$ cat config.mk
export PLATFORM = sky130hd
export DESIGN_NAME = audio_adc_rx
export DESIGN_NICKNAME = d
export VERILOG_FILES = /design/src/rtl/audio_adc_rx.sv
export SDC_FILE = /design/constraint.sdc
export NUM_CORES = 1
export LEC_CHECK = 0
export CELL_PAD_IN_SITES_DETAIL_PLACEMENT = 2
export CELL_PAD_IN_SITES_GLOBAL_PLACEMENT = 2
export CORE_ASPECT_RATIO = 1.2
export CORE_MARGIN = 2
export CORE_UTILIZATION = 44
export CTS_CLUSTER_SIZE = 12
export DETAILED_ROUTE_END_ITERATION = 12
export DONT_BUFFER_PORTS = 1
export PLACE_DENSITY_LB_ADDON = 0.1
export SYNTH_ARGS = -nofsm -noshare
export SYNTH_HDL_FRONTEND = slang
export SYNTH_SLANG_ARGS = --single-unit
$ cat constraint.sdc
create_clock -name clk -period 3.4 [get_ports clk]
set_clock_uncertainty 0.1 [all_clocks]
set_input_delay 0.51 -clock clk [delete_from_list [all_inputs] [get_ports clk]]
set_output_delay 0.51 -clock clk [all_outputs]
set_load 0.05 [all_outputs]
$ cat src/rtl/audio_adc_rx.sv
// I2S ADC receiver: samples the codec's BCLK/LRCK/DATA as data in the clk domain
// and publishes one left/right sample pair per complete frame.
module audio_adc_rx #(
    parameter int DATA_W = 16
) (
    input  logic              clk,
    input  logic              rst,
    input  logic              aud_bclk,
    input  logic              aud_adclrck,
    input  logic              aud_adcdat,
    output logic [DATA_W-1:0] left_sample,
    output logic [DATA_W-1:0] right_sample,
    output logic              sample_valid,
    output logic              frame_error
);
    // state | meaning
    // IDLE  | waiting for an LRCK fall (start of a left channel)
    // DELAY | discarding the I2S one-bit delay slot
    // SHIFT | capturing DATA_W bits, MSB first
    // HOLD  | ignoring trailing slot bits until the next LRCK edge
    localparam int CNT_W = $clog2(DATA_W + 1);

    typedef enum logic [1:0] {
        S_IDLE  = 2'd0,
        S_DELAY = 2'd1,
        S_SHIFT = 2'd2,
        S_HOLD  = 2'd3
    } state_t;

    state_t r_state;
    state_t w_state_nxt;

    logic r_bclk_s1, r_bclk_s2, r_bclk_d;
    logic r_lrck_s1, r_lrck_s2, r_lrck_d;
    logic r_dat_s1, r_dat_s2;

    logic [CNT_W-1:0]  r_cnt;
    logic [DATA_W-1:0] r_shift;
    logic [DATA_W-1:0] r_left_hold;
    logic              r_left_ok;
    logic              r_chan_right;
    logic              r_valid_pend;

    logic              w_bclk_rise, w_lrck_edge, w_lrck_fall;
    logic              w_start, w_err, w_shift, w_done;
    logic [DATA_W-1:0] w_shift_next;

    always_ff @(posedge clk or posedge rst) begin
        if (rst) begin
            r_bclk_s1 <= 1'b0;
            r_bclk_s2 <= 1'b0;
            r_bclk_d  <= 1'b0;
            r_lrck_s1 <= 1'b0;
            r_lrck_s2 <= 1'b0;
            r_lrck_d  <= 1'b0;
            r_dat_s1  <= 1'b0;
            r_dat_s2  <= 1'b0;
        end else begin
            r_bclk_s1 <= aud_bclk;
            r_bclk_s2 <= r_bclk_s1;
            r_bclk_d  <= r_bclk_s2;
            r_lrck_s1 <= aud_adclrck;
            r_lrck_s2 <= r_lrck_s1;
            r_lrck_d  <= r_lrck_s2;
            r_dat_s1  <= aud_adcdat;
            r_dat_s2  <= r_dat_s1;
        end
    end

    assign w_bclk_rise  = r_bclk_s2 & ~r_bclk_d;
    assign w_lrck_edge  = r_lrck_s2 ^ r_lrck_d;
    assign w_lrck_fall  = r_lrck_d & ~r_lrck_s2;
    assign w_shift_next = {r_shift[DATA_W-2:0], r_dat_s2};

    always_ff @(posedge clk or posedge rst) begin
        if (rst) r_state <= S_IDLE;
        else     r_state <= w_state_nxt;
    end

    // A BCLK rise coincident with the LRCK edge is the delay slot, so skip DELAY.
    always_comb begin
        w_state_nxt = r_state;
        case (r_state)
            S_IDLE:  if (w_lrck_fall) w_state_nxt = w_bclk_rise ? S_SHIFT : S_DELAY;
            S_DELAY: begin
                if (w_lrck_edge)      w_state_nxt = S_IDLE;
                else if (w_bclk_rise) w_state_nxt = S_SHIFT;
            end
            S_SHIFT: begin
                if (w_lrck_edge) w_state_nxt = S_IDLE;
                else if (w_bclk_rise && r_cnt == CNT_W'(DATA_W - 1)) w_state_nxt = S_HOLD;
            end
            S_HOLD:  if (w_lrck_edge) w_state_nxt = w_bclk_rise ? S_SHIFT : S_DELAY;
            default: w_state_nxt = S_IDLE;
        endcase
    end

    always_comb begin
        w_start = 1'b0;
        w_err   = 1'b0;
        w_shift = 1'b0;
        case (r_state)
            S_IDLE:  w_start = w_lrck_fall;
            S_DELAY: w_err   = w_lrck_edge;
            S_SHIFT: begin
                w_err   = w_lrck_edge;
                w_shift = ~w_lrck_edge & w_bclk_rise;
            end
            S_HOLD:  w_start = w_lrck_edge;
            default: ;
        endcase
        w_done = w_shift && (r_cnt == CNT_W'(DATA_W - 1));
    end

    always_ff @(posedge clk or posedge rst) begin
        if (rst) begin
            r_cnt        <= '0;
            r_shift      <= '0;
            r_left_hold  <= '0;
            r_left_ok    <= 1'b0;
            r_chan_right <= 1'b0;
            r_valid_pend <= 1'b0;
            left_sample  <= '0;
            right_sample <= '0;
            sample_valid <= 1'b0;
            frame_error  <= 1'b0;
        end else begin
            r_valid_pend <= 1'b0;
            sample_valid <= r_valid_pend;
            frame_error  <= w_err;
            if (w_start || w_err) r_cnt <= '0;
            else if (w_shift)     r_cnt <= r_cnt + CNT_W'(1);
            if (w_start) r_chan_right <= r_lrck_s2;
            if (w_shift) r_shift <= w_shift_next;
            if (w_err) r_left_ok <= 1'b0;
            if (w_done) begin
                if (!r_chan_right) begin
                    r_left_hold <= w_shift_next;
                    r_left_ok   <= 1'b1;
                end else begin
                    r_left_ok <= 1'b0;
                    if (r_left_ok) begin
                        left_sample  <= r_left_hold;
                        right_sample <= w_shift_next;
                        r_valid_pend <= 1'b1;
                    end
                end
            end
        end
    end
endmodule

==> impl_metrics.ini, run 1 <==
[worst_setup_path]
path_max_fanout = 33
crit_type = flip-flop to flip-flop
worstSetupEndpointType = flip-flop
crit_arrival_ns = 2.83
cp-start-kind = flip-flop
cp.required_ns = 3.54

[global_route]
track_usage_pct = 19.0
grt_pass1_wl_um = 11800
gr-total-overflow = 0
antenna_found_initial = 0
grt_max_degree = 42
grt_pass1_vias = 2132

[synth]
synth-seq-area-share_pct = 61.9
async_reset_ff_share_pct = 100
ys.flop_type = dfrtp_1
synth_nets = 250
synth-edff-count = 0
yosysUniqueCellTypes = 31
synth_area_mm2 = 0.00335
ys_ff_latch = 83
ys_warn_count = 0
syn-instance-count = 238
synth.avg_cell_area_um2 = 14.1

[power]
total_power_mw = 2.18
leakage_nw = 1.96
p_per_area_mw_per_mm2 = 596
ir_worst_vdd_v = 0.000271

[min_path]
holdCritPathClass = input port to asynchronous set/reset pin

[floorplanning]
ios = 39
die_y_um = 99.6
coreArea_mm2 = 0.00732
num_rows = 34
die_x_um = 83.7
start_util_pct = 45.8
dieArea_mm2 = 0.00834

[cts]
post_cts_resized = 0
cts_buffer_depth = 2
htree_levels = 3
insertion_delay_ns = 0.36
clk_pin_slew_worst_paths_ns = 0.08
root_buffer = clkbuf_8
clock-sinks = 83
cts_made_buffers = 9
ctsHoldBuffers = 0
cts_setup_buffers = 0
cts_tree = yes

[placement]
routabilityCongestion = 0.728
placed_area_mm2 = 0.00342
io_buffers = 0
hpwlAfterDp_um = 4500

[timing]
tns_ns = 0
finalMaxSlewViolations = 0
slew_headroom_pct = 45.1
period_needed_ns = 2.68
max_freq_mhz = 373
hold_viol = 0
setup_viol = 0
grt_setup_unrepaired = no
finalCritPeriodShare_pct = 78.9
worst_slew_pin_slew_ns = 0.819

[detailed_routing]
wl_per_cell_um = 20.2
vias_per_cell = 5.31
vias = 1796
postRouteAntennaNets = 0
first_pass_iters = 4
drt_wl_total_um = 6830
drc = 0
drt_iter0_markers = 94

[run]
max_cap_viol_count = 0

[layout]
seq_area_mm2 = 0.00208
multi_input_area_mm2 = 0.00118
finalInstanceArea_mm2 = 0.00365
fin_nets = 256
diodes = 0
area_growth_pct = 8.96
drive_above_1_share_pct = 29.4
fillers = 698

[status]
status = finished, final reports clean
[final cells by class]
class | count | area share, %
Sequential cell | 83 | 56.8
Clock buffer | 10 | 3.49
Multi-Input combinational cell | 139 | 32.2
Inverter | 7 | 0.753
Clock inverter | 5 | 2.81
Timing Repair Buffer | 4 | 0.822
Tap cell | 90 | 3.08
[Yosys cell counts, types with 2 or more instances]
| library cell | instances | share of area [%] |
|---|---|---|
| xor2_1 | 2 | 0.52 |
| buf_4 | 2 | 0.45 |
| inv_1 | 7 | 0.78 |
| nand2_1 | 51 | 5.7 |
| buf_2 | 2 | 0.30 |
| ha_1 | 7 | 2.6 |
| nor2_1 | 5 | 0.56 |
| a21oi_1 | 2 | 0.30 |
| buf_6 | 4 | 1.3 |
| nor2b_1 | 3 | 0.56 |
| o21ai_0 | 3 | 0.45 |
| dfrtp_1 | 83 | 62 |
| mux2_2 | 21 | 7.1 |
| mux2_4 | 29 | 13 |
[through the flow]
| stage | setup WS [ns] | hold WS (ns) | cells | utilization, % |
|---|---|---|---|---|
| 5_1_grt | 0.528 | 0.0381 | 338 | 49.9 |
| 3_5_place_dp | 0.699 | 0.250 | 323 | 46.8 |
| 2_1_floorplan | 0.653 | 0.231 | 238 | - |
| 6_report | 0.716 | 0.0227 | 338 | 49.9 |
| 3_3_place_gp | 0.790 | 0.234 | 323 | 46.8 |
| 4_1_cts | 0.663 | 0.0303 | 338 | 49.9 |
[cells in the final DEF (no fill, tap or decap)]
| cell type | instances |
|---|---|
| clkbuf_8 | 9 |
| mux2_2 | 21 |
| and4b_1 | 1 |
| nand4_1 | 1 |
| nor2b_1 | 3 |
| bufinv_16 | 3 |
| inv_1 | 6 |
| and3_1 | 1 |
| nand2b_1 | 1 |
| ha_1 | 7 |
| nand2_2 | 1 |
| nor2_4 | 1 |
| nor2_1 | 5 |
| a211oi_1 | 1 |
| xnor2_1 | 1 |
| nand3_1 | 1 |
| mux2_4 | 29 |
| a21oi_1 | 2 |
| o22ai_1 | 1 |
| a32o_1 | 1 |
| a221oi_2 | 1 |
| nand4_4 | 1 |
| and3b_1 | 1 |
| clkbuf_1 | 1 |
| nand4b_1 | 1 |
| xor2_1 | 2 |
| buf_4 | 4 |
| o21ai_0 | 3 |
| dfrtp_1 | 83 |
| clkinvlp_4 | 1 |
| nand2_1 | 51 |
| clkinv_2 | 2 |
| a21o_1 | 1 |
[report_power, final]
part	internal (mW)	total [mW]	switching, mW	leakage [nW]
Clock	0.483	0.832	0.349	0.112
Combinational	0.0943	0.245	0.150	0.708
Sequential	1.03	1.10	0.0699	1.13
Total	1.61	2.18	0.569	1.95
[final timing paths]
path                                              end  slack (ns)  cells past startpoint           startpoint
hold / removal                     r_dat_s1$_DFF_PP0_        0.02                      1                  rst
min in group clk                  r_lrck_s1$_DFF_PP0_        0.07                      0          aud_adclrck
max in group asynchronous      r_shift[0]$_DFFE_PP0P_        2.41                      2                  rst
hold reg to reg                   r_lrck_s2$_DFF_PP0_        0.27                      0  r_lrck_s1$_DFF_PP0_
setup / recovery           left_sample[5]$_DFFE_PP0P_        0.72                      7  r_lrck_s2$_DFF_PP0_
setup reg to reg           left_sample[5]$_DFFE_PP0P_        0.72                      7  r_lrck_s2$_DFF_PP0_
[state kept, by name, summed over array words and instances, names as in the netlist]
| register | count |
|---|---|
| r_bclk_s1 | 1 |
| r_left_ok | 1 |
| frame_error | 1 |
| r_lrck_s1 | 1 |
| r_left_hold | 16 |
| r_bclk_d | 1 |
| left_sample | 16 |
| r_cnt | 5 |
| sample_valid | 1 |
| r_lrck_s2 | 1 |
| r_shift | 15 |
| r_valid_pend | 1 |
| r_dat_s1 | 1 |
| r_state | 2 |
| r_chan_right | 1 |
| r_bclk_s2 | 1 |
| right_sample | 16 |
| r_dat_s2 | 1 |
| r_lrck_d | 1 |
[metal layers]
layer,share of wire (%),track usage (%)
met2,52,31.8
met4,2.0,8.19
met5,0,0
met1,42,22.9
met3,3.9,5.48
[critical path: stages, from the launching register on]
cell	delay, ns
dfrtp_1	0.37
inv_1	0.05
ha_1	0.40
and4b_1	0.38
buf_4	0.25
nand4_4	0.10
buf_4	0.50
mux2_2	0.40
[kinds of logic after synthesis]
kind of cell | after synthesis | share of synthesized area (%)
mux | 50 | 20.0
xor+xnor | 3 | 0.784
buf+inv | 16 | 2.98
flops | 83 | 61.9
fa+ha+maj | 7 | 2.61
simple gates | 69 | 9.52
compound gates | 10 | 2.13
Note: power is estimated with default switching activity, not from simulation.
==> run 2: changes to the inputs <==
--- a/config.mk
+++ b/config.mk
@@ -9,7 +9,7 @@
 export CELL_PAD_IN_SITES_GLOBAL_PLACEMENT = 2
 export CORE_ASPECT_RATIO = 1.2
 export CORE_MARGIN = 2
-export CORE_UTILIZATION = 44
+export CORE_UTILIZATION = 39
 export CTS_CLUSTER_SIZE = 12
 export DETAILED_ROUTE_END_ITERATION = 12
 export DONT_BUFFER_PORTS = 1
==> constraint.sdc (replaced) <==
create_clock -name clk -period 2.19 [get_ports clk]
set_clock_uncertainty 0.1 [all_clocks]
set_input_delay 0.3285 -clock clk [delete_from_list [all_inputs] [get_ports clk]]
set_output_delay 0.3285 -clock clk [all_outputs]
set_load 0.05 [all_outputs]
==> run 2 against run 1 <==
  * Hold slack improved by 0.23 ns
  * Flip-flop and latch count unchanged
  * Power increased by 52%
  * Critical path depth unchanged
  * Largest power group unchanged
  * Sequential power rose by 55%
  * Setup slack lost 0.56 ns
  * Final area is 4.7% higher
==> impl_metrics.ini, run 2 (synthesis gave the netlist of run 1 again) <==
[cts]
clk_pin_slew_worst_paths_ns = 0.08
htree_levels = 3
root_buffer = clkbuf_8
insertion_delay_ns = 0.35
cts_tree = yes
cts_buffer_depth = 2
cts_made_buffers = 9
cts_setup_buffers = 0
clock-sinks = 83

[power]
ir_worst_vdd_v = 0.000312
leakage_nw = 2.01
p_per_area_mw_per_mm2 = 862
total_power_mw = 3.30

[floorplanning]
start_util_pct = 39.6
ios = 39
coreArea_mm2 = 0.00847
die_y_um = 106
num_rows = 37
dieArea_mm2 = 0.00936
die_x_um = 88.6

[layout]
diodes = 0
final_util_pct = 45.2
final_common_cell = dfrtp_1
area_growth_pct = 14.1
largest_registers = left_sample x16, r_left_hold x16, right_sample x16
drive_above_1_share_pct = 31.8
finalInstanceArea_mm2 = 0.00383
layout_common_cells = 83 x dfrtp_1, 51 x nand2_1, 29 x mux2_4, 21 x mux2_2, 10 x clkbuf_8
fin_nets = 266

[detailed_routing]
drt_wl_total_um = 6330
vias = 1856
drc = 0
wl_per_cell_um = 16.9
postRouteAntennaNets = 0
drt_iter0_markers = 37
vias_per_cell = 4.95
first_pass_iters = 5

[global_route]
grt_pass1_wl_um = 10800
grt_pass1_vias = 2022
grt_max_degree = 84
antenna_found_initial = 0
track_usage_pct = 15.5
gr-total-overflow = 0

[timing]
period_needed_ns = 2.03
slew_headroom_pct = 66.5
setup_viol = 0
hold_viol = 0
finalCritPeriodShare_pct = 92.7
max_freq_mhz = 493
worst_slew_pin_slew_ns = 0.503
finalMaxSlewViolations = 0
grt_setup_unrepaired = no
tns_ns = 0

[placement]
placed_area_mm2 = 0.00357
hpwlAfterDp_um = 4090
routabilityCongestion = 0.694
io_buffers = 0

[worst_setup_path]
cp.required_ns = 2.33
cp-start-kind = flip-flop
worstSetupEndpointType = flip-flop
path_max_fanout = 3
crit_arrival_ns = 2.17
cp_slowest_cell = dfrtp_1
cpPeakStageDelay_ns = 0.39
crit_type = flip-flop to flip-flop
path_cells = ha_1, and3_1, ha_2, and3b_1, a221oi_2, o21ai_1, mux2_2

[min_path]
holdCritPathClass = flip-flop to flip-flop

[run]
max_cap_viol_count = 0

[status]
status = finished, final reports clean
==> run 2: cell types whose count changed in the layout (fill, tap and decap cells not counted), sizes merged <==
cell,delta
buf,+6
dlygate4sd3,+4
bufinv,-1
clkinvlp,+1
==> run 2: final timing paths <==
| kind | from | cells past startpoint | slack, ns | endpoint |
|---|---|---|---|---|
| max reg2reg | r_cnt[0]$_DFFE_PP0P_ | 7 | 0.16 | r_state[0]$_DFFE_PP0P_ |
| min reg2reg | r_bclk_s1$_DFF_PP0_ | 0 | 0.25 | r_bclk_s2$_DFF_PP0_ |
| min in group asynchronous | rst | 3 | 0.47 | r_dat_s1$_DFF_PP0_ |
| max | r_cnt[0]$_DFFE_PP0P_ | 7 | 0.16 | r_state[0]$_DFFE_PP0P_ |
| max in group asynchronous | rst | 3 | 1.18 | r_state[0]$_DFFE_PP0P_ |
| min | r_bclk_s1$_DFF_PP0_ | 0 | 0.25 | r_bclk_s2$_DFF_PP0_ |
==> run 2: final cells by class <==
cell class	instances	area (um2)
Clock buffer	10	138
Clock inverter	5	77.6
Fill cell	836	4650
Inverter	7	30.0
Multi-Input combinational cell	139	1180
Sequential cell	83	2080
Tap cell	117	146
Timing Repair Buffer	14	178
==> run 2: timing repair <==
item | 4_1_cts | 5_1_grt
endpoints found under the hold margin | 86 | 0
setup endpoints to repair | 0 | 12
gates resized for setup | 0 | 3
hold buffers | 4 | 0
==> run 2: power by group <==
group / total (mW) / internal, mW / switching, mW
Clock: 1.20 / 0.663 / 0.537
Combinational: 0.396 / 0.163 / 0.233
Sequential: 1.70 / 1.60 / 0.102
==> run 2: per-stage QoR <==
stage          instances  hold slack [ns]  worst slack (ns)
2_1_floorplan        238            0.231             0.153
3_3_place_gp         356            0.232             0.156
3_5_place_dp         356            0.237            0.0949
4_1_cts              375            0.254            0.0736
5_1_grt              375            0.264            0.0317
6_report             375            0.251             0.161
==> run 2: critical path, delay by kind of cell, from the launching register on <==
kind / cells / cell delay [ns]
adder cells (fa/ha/maj): 2 / 0.40
flip-flops: 1 / 0.39
AO/OA/AOI/OAI: 2 / 0.37
AND/OR/NAND/NOR: 2 / 0.36
multiplexers: 1 / 0.29
==> run 2: routing by layer <==
metal  GRT usage [%]  wire (um)  part of all wire (%)  vias to the layer above
met4            6.49        130                   2.1                        0
met2            23.3       3180                    50                       29
met5               0          0                     0                        -
met3            5.72        273                   4.3                       12
met1            19.9       2750                    43                      992
li1                -          -                     -                      823
